### config.mk
export PLATFORM = sky130hd
export DESIGN_NAME = uart_rx_frame_ctrl
export DESIGN_NICKNAME = d
export VERILOG_FILES = /design/src/rtl/uart_rx_pkg.sv /design/src/rtl/uart_rx_frame_ctrl_sync_fifo.sv /design/src/rtl/uart_rx_frame_ctrl.sv
export SDC_FILE = /design/constraint.sdc
export NUM_CORES = 1
export LEC_CHECK = 0
export CAP_MARGIN = 20
export CORE_ASPECT_RATIO = 0.7
export CORE_MARGIN = 1.5
export CORE_UTILIZATION = 35
export CTS_BUF_LIST = sky130_fd_sc_hd__clkbuf_4 sky130_fd_sc_hd__clkbuf_8
export CTS_CLUSTER_DIAMETER = 120
export CTS_CLUSTER_SIZE = 24
export DETAILED_ROUTE_END_ITERATION = 16
export GPL_ROUTABILITY_DRIVEN = 0
export PLACE_DENSITY = 0.62
export SYNTH_ARGS = -nofsm -noshare
export SYNTH_HDL_FRONTEND = slang
export SYNTH_HIERARCHICAL = 1
export SYNTH_SLANG_ARGS = --single-unit
export TNS_END_PERCENT = 30
### constraint.sdc
create_clock -name clk -period 6.95 [get_ports clk]
set_clock_uncertainty 0.2 [all_clocks]
set_input_delay 0.695 -clock clk [delete_from_list [all_inputs] [get_ports clk]]
set_output_delay 0.695 -clock clk [all_outputs]
set_load 0.05 [all_outputs]
### src/rtl/uart_rx_pkg.sv
// uart_rx_pkg
//   Shared types and constants for the UART receive frame controller.
//   FRAME_BITS  : data bits per frame (LSB first on the line)
//   rx_state_t  : frame sequencer states
//   rx_entry_t  : one buffered frame, framing-error flag above the data byte
package uart_rx_pkg;

    localparam int FRAME_BITS = 8;

    typedef enum logic [1:0] {
        IDLE,
        DATA,
        STOP
    } rx_state_t;

    typedef struct packed {
        logic                  ferr;
        logic [FRAME_BITS-1:0] data;
    } rx_entry_t;

endpackage

### src/rtl/uart_rx_frame_ctrl_sync_fifo.sv
// sync_fifo
//   Single-clock FIFO with pointers one bit wider than the address so the
//   occupancy count never wraps and full/empty need no extra flag.
//   clk, rst_n      : clock, synchronous active-low reset
//   push, wr_data   : write request and data (accepted when not full, or
//                     when full but popping in the same cycle)
//   pop             : read request (ignored when empty)
//   rd_data         : head entry, zero while empty
//   full, empty     : occupancy flags
//   count           : number of occupied entries, 0..DEPTH
module sync_fifo #(
    parameter int WIDTH = 8,
    parameter int DEPTH = 4
) (
    input  logic                     clk,
    input  logic                     rst_n,
    input  logic                     push,
    input  logic [WIDTH-1:0]         wr_data,
    input  logic                     pop,
    output logic [WIDTH-1:0]         rd_data,
    output logic                     full,
    output logic                     empty,
    output logic [$clog2(DEPTH):0]   count
);

    localparam int AW = $clog2(DEPTH);

    logic [AW:0]      wr_ptr_q, wr_ptr_d;
    logic [AW:0]      rd_ptr_q, rd_ptr_d;
    logic [WIDTH-1:0] mem_q [DEPTH];
    logic             push_ok;
    logic             pop_ok;

    assign empty   = (wr_ptr_q == rd_ptr_q);
    assign full    = (wr_ptr_q[AW] != rd_ptr_q[AW]) &&
                     (wr_ptr_q[AW-1:0] == rd_ptr_q[AW-1:0]);
    assign pop_ok  = pop & ~empty;
    // A pop in the same cycle frees the slot a full FIFO needs for the push.
    assign push_ok = push & (~full | pop_ok);
    assign count   = wr_ptr_q - rd_ptr_q;
    assign rd_data = empty ? '0 : mem_q[rd_ptr_q[AW-1:0]];

    always_comb begin
        wr_ptr_d = wr_ptr_q + {{AW{1'b0}}, push_ok};
        rd_ptr_d = rd_ptr_q + {{AW{1'b0}}, pop_ok};
    end

    // NOTE: sequential state uses non-blocking assignments so every flop
    // samples the values from before the clock edge.
    always_ff @(posedge clk) begin
        if (!rst_n) begin
            wr_ptr_q <= '0;
            rd_ptr_q <= '0;
        end else begin
            wr_ptr_q <= wr_ptr_d;
            rd_ptr_q <= rd_ptr_d;
        end
    end

    // NOTE: the storage array is deliberately not reset; the pointers define
    // which entries are live and rd_data is forced to zero while empty.
    always_ff @(posedge clk) begin
        if (push_ok) begin
            mem_q[wr_ptr_q[AW-1:0]] <= wr_data;
        end
    end

endmodule

### src/rtl/uart_rx_frame_ctrl.sv
// uart_rx_frame_ctrl
//   Sequences receive frames from the bit detector strobes, assembles 8 data
//   bits LSB first, checks frame length and buffers completed frames with
//   their framing-error flag behind a valid/ready read port.
//   Optional feature macro: UART_RX_IDLE_TIMEOUT_EN (idle_timeout pulse when
//   data sits unread with no line activity for TIMEOUT_CYCLES cycles).
//   clk, rst_n        : clock, synchronous active-low reset
//   rx_en             : receive enable, low aborts any partial frame
//   active_rx         : detector inside a frame (falling edge aborts)
//   bit_ready, rx_bit : data bit strobe and value
//   done, framing_err : stop-bit strobe and its bad-stop qualifier
//   rd_data, rd_ferr  : head entry; rd_valid when non-empty
//   rd_ready          : host pop
//   fifo_count        : occupied entries
//   clr_status        : clears sticky overrun/ferr_seen/len_err
//   idle_timeout      : one-cycle pulse (0 when feature disabled)
module uart_rx_frame_ctrl
    import uart_rx_pkg::*;
#(
    parameter int DEPTH          = 4,
    parameter int TIMEOUT_CYCLES = 160
) (
    input  logic                   clk,
    input  logic                   rst_n,
    input  logic                   rx_en,
    input  logic                   active_rx,
    input  logic                   bit_ready,
    input  logic                   rx_bit,
    input  logic                   done,
    input  logic                   framing_err,
    output logic [7:0]             rd_data,
    output logic                   rd_ferr,
    output logic                   rd_valid,
    input  logic                   rd_ready,
    output logic [$clog2(DEPTH):0] fifo_count,
    input  logic                   clr_status,
    output logic                   overrun,
    output logic                   ferr_seen,
    output logic                   len_err,
    output logic                   idle_timeout
);

    localparam logic [3:0] LAST_BIT = 4'(FRAME_BITS - 1);
    localparam logic [3:0] CNT_FULL = 4'(FRAME_BITS);

    rx_state_t             state_q, state_d;
    logic [3:0]            bit_cnt_q, bit_cnt_d;
    logic [FRAME_BITS-1:0] shreg_q, shreg_d;
    logic                  active_rx_q;
    logic                  overrun_q, overrun_d;
    logic                  ferr_seen_q, ferr_seen_d;
    logic                  len_err_q, len_err_d;

    logic      active_fall;
    logic      push;
    logic      len_evt;
    logic      pop;
    logic      fifo_full;
    logic      fifo_empty;
    rx_entry_t wr_entry;
    rx_entry_t head;

    assign active_fall = active_rx_q & ~active_rx;

    // NOTE: every output of this block gets a default first so no path can
    // leave a value unassigned and infer a latch.
    always_comb begin
        state_d   = state_q;
        bit_cnt_d = bit_cnt_q;
        shreg_d   = shreg_q;
        push      = 1'b0;
        len_evt   = 1'b0;
        if (!rx_en) begin
            state_d   = IDLE;
            bit_cnt_d = '0;
        end else begin
            unique case (state_q)
                IDLE: begin
                    if (done) begin
                        len_evt   = 1'b1;
                        bit_cnt_d = '0;
                    end else if (bit_ready) begin
                        shreg_d   = {rx_bit, shreg_q[FRAME_BITS-1:1]};
                        bit_cnt_d = 4'd1;
                        state_d   = DATA;
                    end
                end
                DATA: begin
                    // Reaching here with done means fewer than 8 bits arrived.
                    if (done) begin
                        len_evt   = 1'b1;
                        bit_cnt_d = '0;
                        state_d   = IDLE;
                    end else if (bit_ready) begin
                        shreg_d   = {rx_bit, shreg_q[FRAME_BITS-1:1]};
                        bit_cnt_d = (bit_cnt_q == CNT_FULL) ? CNT_FULL : bit_cnt_q + 4'd1;
                        if (bit_cnt_q == LAST_BIT) begin
                            state_d = STOP;
                        end
                    end else if (active_fall) begin
                        bit_cnt_d = '0;
                        state_d   = IDLE;
                    end
                end
                STOP: begin
                    if (done) begin
                        push      = 1'b1;
                        bit_cnt_d = '0;
                        state_d   = IDLE;
                    end else if (bit_ready) begin
                        len_evt   = 1'b1;
                        bit_cnt_d = '0;
                        state_d   = IDLE;
                    end else if (active_fall) begin
                        bit_cnt_d = '0;
                        state_d   = IDLE;
                    end
                end
                default: begin
                    bit_cnt_d = '0;
                    state_d   = IDLE;
                end
            endcase
        end
    end

    assign pop      = ~fifo_empty & rd_ready;
    assign wr_entry = '{ferr: framing_err, data: shreg_q};

    // Set wins over a same-cycle clear on every sticky bit.
    always_comb begin
        overrun_d   = (push & fifo_full & ~pop) | (overrun_q & ~clr_status);
        ferr_seen_d = (push & (~fifo_full | pop) & framing_err) | (ferr_seen_q & ~clr_status);
        len_err_d   = len_evt | (len_err_q & ~clr_status);
    end

    always_ff @(posedge clk) begin
        if (!rst_n) begin
            state_q     <= IDLE;
            bit_cnt_q   <= '0;
            shreg_q     <= '0;
            active_rx_q <= 1'b0;
            overrun_q   <= 1'b0;
            ferr_seen_q <= 1'b0;
            len_err_q   <= 1'b0;
        end else begin
            state_q     <= state_d;
            bit_cnt_q   <= bit_cnt_d;
            shreg_q     <= shreg_d;
            active_rx_q <= active_rx;
            overrun_q   <= overrun_d;
            ferr_seen_q <= ferr_seen_d;
            len_err_q   <= len_err_d;
        end
    end

    sync_fifo #(
        .WIDTH ($bits(rx_entry_t)),
        .DEPTH (DEPTH)
    ) u_fifo (
        .clk     (clk),
        .rst_n   (rst_n),
        .push    (push),
        .wr_data (wr_entry),
        .pop     (pop),
        .rd_data (head),
        .full    (fifo_full),
        .empty   (fifo_empty),
        .count   (fifo_count)
    );

    assign rd_data   = head.data;
    assign rd_ferr   = head.ferr;
    assign rd_valid  = ~fifo_empty;
    assign overrun   = overrun_q;
    assign ferr_seen = ferr_seen_q;
    assign len_err   = len_err_q;

`ifdef UART_RX_IDLE_TIMEOUT_EN
    localparam int            TW      = $clog2(TIMEOUT_CYCLES);
    localparam logic [TW-1:0] TO_LAST = TW'(TIMEOUT_CYCLES - 1);

    logic [TW-1:0] to_cnt_q, to_cnt_d;
    logic          idle_timeout_q, idle_timeout_d;

    // Counter parks at TO_LAST so the pulse fires once per idle stretch.
    always_comb begin
        to_cnt_d = to_cnt_q;
        if (bit_ready | done | active_rx | fifo_empty) begin
            to_cnt_d = '0;
        end else if (to_cnt_q != TO_LAST) begin
            to_cnt_d = to_cnt_q + 1'b1;
        end
        idle_timeout_d = (to_cnt_d == TO_LAST) && (to_cnt_q != TO_LAST);
    end

    always_ff @(posedge clk) begin
        if (!rst_n) begin
            to_cnt_q       <= '0;
            idle_timeout_q <= 1'b0;
        end else begin
            to_cnt_q       <= to_cnt_d;
            idle_timeout_q <= idle_timeout_d;
        end
    end

    assign idle_timeout = idle_timeout_q;
`else
    // Timeout disabled: the parameter is only kept for a uniform interface.
    logic timeout_param_unused;
    assign timeout_param_unused = (TIMEOUT_CYCLES < 2);
    assign idle_timeout         = 1'b0;
`endif

endmodule

==> impl_metrics.toml, run 1 <==
[run_status]
status = "complete, no violations"

[sta]
fin_tns_setup_ns = 0
rsz0062_at_grt = "no"
worst_slew_pin_slew_ns = 0.754
drv_slew = 0
final_hold_viol_count = 0
setup_viol = 0
fin_crit_ns = 3.77
slew_headroom_pct = 49.5
fmax_mhz = 265
fin_crit_sh_pct = 54.3

[cts]
post_cts_resized = 0
post_cts_buffers = 0
cts_tree = "yes"
cts_buffers = 9
clk_latency_ns = 0.33
numClockSinks = 60
clock_path_buffers = 2
clk_pin_slew_ns = 0.07
hold_buffers = 0
cts-root-buf = "clkbuf_8"
htree_levels = 3

[placement]
dpl.hpwl_um = 3450
numPortBuffers = 25
placed_cell_area_um2 = 3090
dp.cells = 328

[global_route]
antenna_found_initial = 0
met1_usage_pct = 16.9
top_usage_layer = "met2"
grt_usage_pct = 13.3
grt_pass1_wl_um = 8270
gr-total-overflow = 0
grt_use_met3_pct = 5.10
gr-usage-met2_pct = 20.3
grt_max_degree = 20
grt_pass1_vias = 1658

[logic_synthesis]
syn_inst = 212
synth_seq_area_share_pct = 56.5
synth_edf_count = 36
ys_seq_elements = 60
avgSynthCellArea_um2 = 13.0
yosysWarnings = 6
syn_area_um2 = 2760
synth_nets = 231
synth_ff_type = "edfxtp_1"
yosysUniqueCellTypes = 49
synthArstFlopShare_pct = 0

[worst_setup_path]
r2r_setup_slack_ns = 4.17
cp-start-kind = "flop"
critPathMaxFanout = 13
crit_arrival_ns = 2.88
timing.rr.end = "u_fifo/mem_q[3][2]$_DFFE_PP_"
cp.required_ns = 6.05
reg2reg_depth = 7
critPathKind = "reg -> out"
r2r-start = "u_fifo/rd_ptr_q[0]$_SDFF_PN0_"
cp-end-kind = "output pin"

[floorplanning]
die_h_um = 77.3
coreArea_um2 = 7480
die_area_um2 = 8440
std_cell_rows = 26
io_pins = 27
die_x_um = 109
initial_utilization_pct = 36.9

[pwr]
pwr_density_cell_nw_per_um2 = 224
max-vdd-ir-drop_uv = 84.8
p_total_w = 0.000742
p_leak_nw = 1.16

[drt]
drc_errors = 0
ant_nets = 0
vias = 1673
wire_per_inst_um = 14.3
finalWirelength_um = 4940
vias_per_cell = 4.85
dr.pass1.iters = 4
drt_iter0_drc = 115

[min_path]
hold_end = "len_err$_SDFF_PN0_"
hp-class = "reg -> reg"
worstHoldStart = "len_err$_SDFF_PN0_"
whs_path_depth = 2

[cells_and_area]
post-route-util_pct = 44.3
final_cell_mix = "edfxtp_1 (36), nand2_1 (25), clkdlybuf4s50_1 (25)"
design_area_um2 = 3320
layout_commonest_cell = "edfxtp_1"
antenna_cells = 0
n_fill_cell = 686
area_growth_pct = 20.2
finalNonFillerCells = 345
final_nets = 261
drive_gt1_share_pct = 16.6

[flow_run]
cap_violations = 0
## synthesized netlist by cell type, types with 2 or more instances
cell      number  share of area, %
clkbuf_1       2              0.27
inv_1         12               1.6
and3b_1        2              0.63
ha_1           8               3.6
xnor2_1        2              0.63
buf_4          2              0.54
a21oi_1        3              0.54
nor2_1         6              0.82
edfxtp_1      36                39
a21boi_2       8               3.3
xor2_1         4               1.3
o32ai_1        2              0.63
a311oi_1       2              0.63
a21boi_1       9               2.4
nand2_1       25               3.4
buf_2          3              0.54
a31oi_1        2              0.45
and2_1        10               2.3
nor2b_1        4              0.91
nand3_1        2              0.36
dfxtp_1       24                17
buf_6          2              0.82
mux4_2         9               7.3
o21ai_0        2              0.36
nand3b_1       2              0.54
nor3_1         5              0.91
a22o_1         2              0.63
## power breakdown
part | internal, W | switching, W
Combinational | 0.0000107 | 0.0000124
Clock | 0.000214 | 0.000129
Sequential | 0.000375 | 0.00000145
## routing by layer
metal | routed length (um) | vias up
met1 | 2510 | 804
met5 | 0 | -
li1 | - | 833
met3 | 233 | 4
met4 | 42 | 0
met2 | 2150 | 32
## flip-flops by register name, indices dropped and copies added, names as in the netlist
| name | count |
|---|---|
| active_rx_q | 1 |
| bit_cnt_q | 4 |
| ferr_seen | 1 |
| len_err | 1 |
| overrun | 1 |
| shreg_q | 8 |
| state_q | 2 |
| u_fifo/mem_q | 36 |
| u_fifo/rd_ptr_q | 3 |
| u_fifo/wr_ptr_q | 3 |
## worst max path at each step
stage,slack (ns),start,endpoint,cells after the start
floorplan,4.01,u_fifo/rd_ptr_q[1]$_SDFF_PN0_,rd_data[0],6
global route,2.94,u_fifo/rd_ptr_q[0]$_SDFF_PN0_,rd_data[3],4
CTS,3.10,u_fifo/rd_ptr_q[0]$_SDFF_PN0_,rd_data[6],4
finish,3.18,u_fifo/rd_ptr_q[0]$_SDFF_PN0_,rd_data[6],4
global placement,3.53,u_fifo/rd_ptr_q[0]$_SDFF_PN0_,rd_data[6],4
detailed placement,3.47,u_fifo/rd_ptr_q[0]$_SDFF_PN0_,rd_data[6],4
## stage by stage
stage | hold slack, ns | setup WS, ns
global placement | 0.265 | 3.53
CTS | 0.278 | 3.10
global route | 0.337 | 2.94
finish | 0.273 | 3.18
detailed placement | 0.271 | 3.47
floorplan | 0.260 | 4.01
## worst max-delay path, cell delays in order, from the launching register on
cell and delay (ns):
dfxtp_1 0.74, ha_1 0.39, and2_1 0.35, a21boi_1 0.25, clkdlybuf4s50_1 0.83
## cell families after synthesis
family	Yosys count	synth area share, %
other	1	0.136
DFF	60	56.5
buffers and inverters	21	3.81
xor gates and xnor gates	7	2.49
muxes	10	7.70
AOI/OAI and AO/OA	41	12.5
and+or+nand+nor	63	12.5
adders and majority gates	9	4.35
## area by class of cell
class	count	area [um2]	share of cell area (%)
flip-flops and latches	60	1560	47.1
repair buffers	28	273	8.22
clock buffers	11	145	4.37
inverters	12	45.0	1.36
well taps	98	123	3.70
multi-input cells	131	1090	33.0
clock inverters	5	76.3	2.30
Note: power is estimated with default switching activity, not from simulation.
==> run 2: changes to the inputs <==
PLACE_DENSITY = 0.64   (was 0.62)
clock period = 3.3 ns   (was 6.95 ns; I/O delays follow)
==> impl_metrics.toml, run 2 (synthesized netlist as in run 1, its figures left out) <==
[worst_setup_path]
cp_cell_sequence = "inv_1 > ha_1 > fa_1 > xnor2_1 > clkdlybuf4s50_1"
critPathMaxFanout = 5
slowest_stage = "clkdlybuf4s50_1"
crit_path_start = "u_fifo/wr_ptr_q[0]$_SDFF_PN0_"
cp.required_ns = 2.77
critPathKind = "reg -> out"
r2r-start = "u_fifo/rd_ptr_q[1]$_SDFF_PN0_"
cp-end-kind = "output pin"
timing.rr.end = "u_fifo/mem_q[3][8]$_DFFE_PP_"
cp-start-kind = "flop"
max_stage_delay_ns = 0.82
crit_arrival_ns = 2.39
cp-endpoint = "fifo_count[2]"
r2r_setup_slack_ns = 0.79
reg2reg_depth = 8

[placement]
dp.cells = 334
placed_cell_area_um2 = 3110
numPortBuffers = 25
dpl.hpwl_um = 3520

[pwr]
max-vdd-ir-drop_uv = 248
p_leak_nw = 1.20
p_total_w = 0.00159
pwr_density_cell_nw_per_um2 = 475

[floorplanning]
die_h_um = 77.3
coreArea_um2 = 7480
io_pins = 27
initial_utilization_pct = 36.9
die_area_um2 = 8440
std_cell_rows = 26
die_x_um = 109

[cts]
clock_path_buffers = 2
numClockSinks = 60
cts-root-buf = "clkbuf_8"
post_cts_buffers = 0
clk_latency_ns = 0.34
cts_tree = "yes"
htree_levels = 3
hold_buffers = 0
post_cts_resized = 0
clk_pin_slew_ns = 0.06
cts_buffers = 9

[drt]
vias_per_cell = 4.93
finalWirelength_um = 4990
wire_per_inst_um = 14.3
drc_errors = 0
vias = 1725
dr.pass1.iters = 4
ant_nets = 0
drt_iter0_drc = 87

[cells_and_area]
layout_commonest_cell = "edfxtp_1"
largest_reg_flops = 36
n_fill_cell = 690
post-route-util_pct = 44.7
finalNonFillerCells = 350
final_cell_mix = "edfxtp_1 (36), nand2_1 (25), dfxtp_1 (24)"
antenna_cells = 0
area_growth_pct = 21.1
design_area_um2 = 3340
drive_gt1_share_pct = 21.4
final_nets = 266

[run_status]
status = "complete, no violations"

[sta]
rsz0062_at_grt = "no"
fin_crit_ns = 2.92
final_hold_viol_count = 0
fmax_mhz = 343
slew_headroom_pct = 66.8
fin_tns_setup_ns = 0
fin_crit_sh_pct = 88.3
drv_slew = 0
setup_viol = 0
worst_slew_pin_slew_ns = 0.497

[global_route]
grt_pass1_wl_um = 8250
grt_usage_pct = 13.3
antenna_found_initial = 0
grt_pass1_vias = 1644
grt_max_degree = 20
gr-total-overflow = 0

[flow_run]
cap_violations = 0

[min_path]
hp-class = "reg -> reg"
-- run 2: cell count changes in the layout (fill, tap and decap cells not counted) --
cell             before  now
buf_4                 3   16
clkdlybuf4s50_1      25   17
clkbuf_8             10   11
clkinv_2              1    0
-- run 2: worst min-delay path by stage --
stage                            start                      endpoint  slack [ns]  cells past startpoint
finish              len_err$_SDFF_PN0_            len_err$_SDFF_PN0_        0.27                      2
global route        len_err$_SDFF_PN0_            len_err$_SDFF_PN0_        0.31                      2
CTS                 len_err$_SDFF_PN0_            len_err$_SDFF_PN0_        0.28                      2
detailed placement  len_err$_SDFF_PN0_            len_err$_SDFF_PN0_        0.27                      2
global placement    len_err$_SDFF_PN0_            len_err$_SDFF_PN0_        0.26                      2
floorplan                  framing_err  u_fifo/mem_q[0][8]$_DFFE_PP_        0.23                      0
-- run 2: worst max-delay path, delay by kind of cell (launching register included) --
family     cells  cell delay, ns
xor+xnor       1            0.16
fa+ha+maj      2            0.58
buf+inv        2            0.90
flops          1            0.41
-- run 2: report_power, final --
group	switching (W)	internal (W)
Sequential	0.00000319	0.000789
Clock	0.000273	0.000472
Combinational	0.0000265	0.0000232
Total	0.000303	0.00128
-- run 2: final cells by class --
| cell class | instances | area [um2] | area share [%] |
|---|---|---|---|
| clock buffers | 12 | 159 | 4.75 |
| well taps | 98 | 123 | 3.67 |
| clock inverters | 4 | 71.3 | 2.13 |
| multi-input cells | 131 | 1090 | 32.7 |
| inverters | 12 | 45.0 | 1.35 |
| repair buffers | 33 | 290 | 8.68 |
| flip-flops and latches | 60 | 1560 | 46.7 |
-- run 2: routing by layer --
metal	vias to the layer above	GRT usage (%)	routed length, um
met4	0	5.92	95
met3	8	4.76	300
met1	831	17.3	2330
met5	-	0	0
li1	843	-	-
met2	43	19.8	2260
-- run 2: through the flow --
step                hold WS, ns  setup WS (ns)
global route              0.308          0.305
floorplan                 0.229          0.544
global placement          0.260          0.760
finish                    0.271          0.385
detailed placement        0.267          0.738
CTS                       0.275          0.373
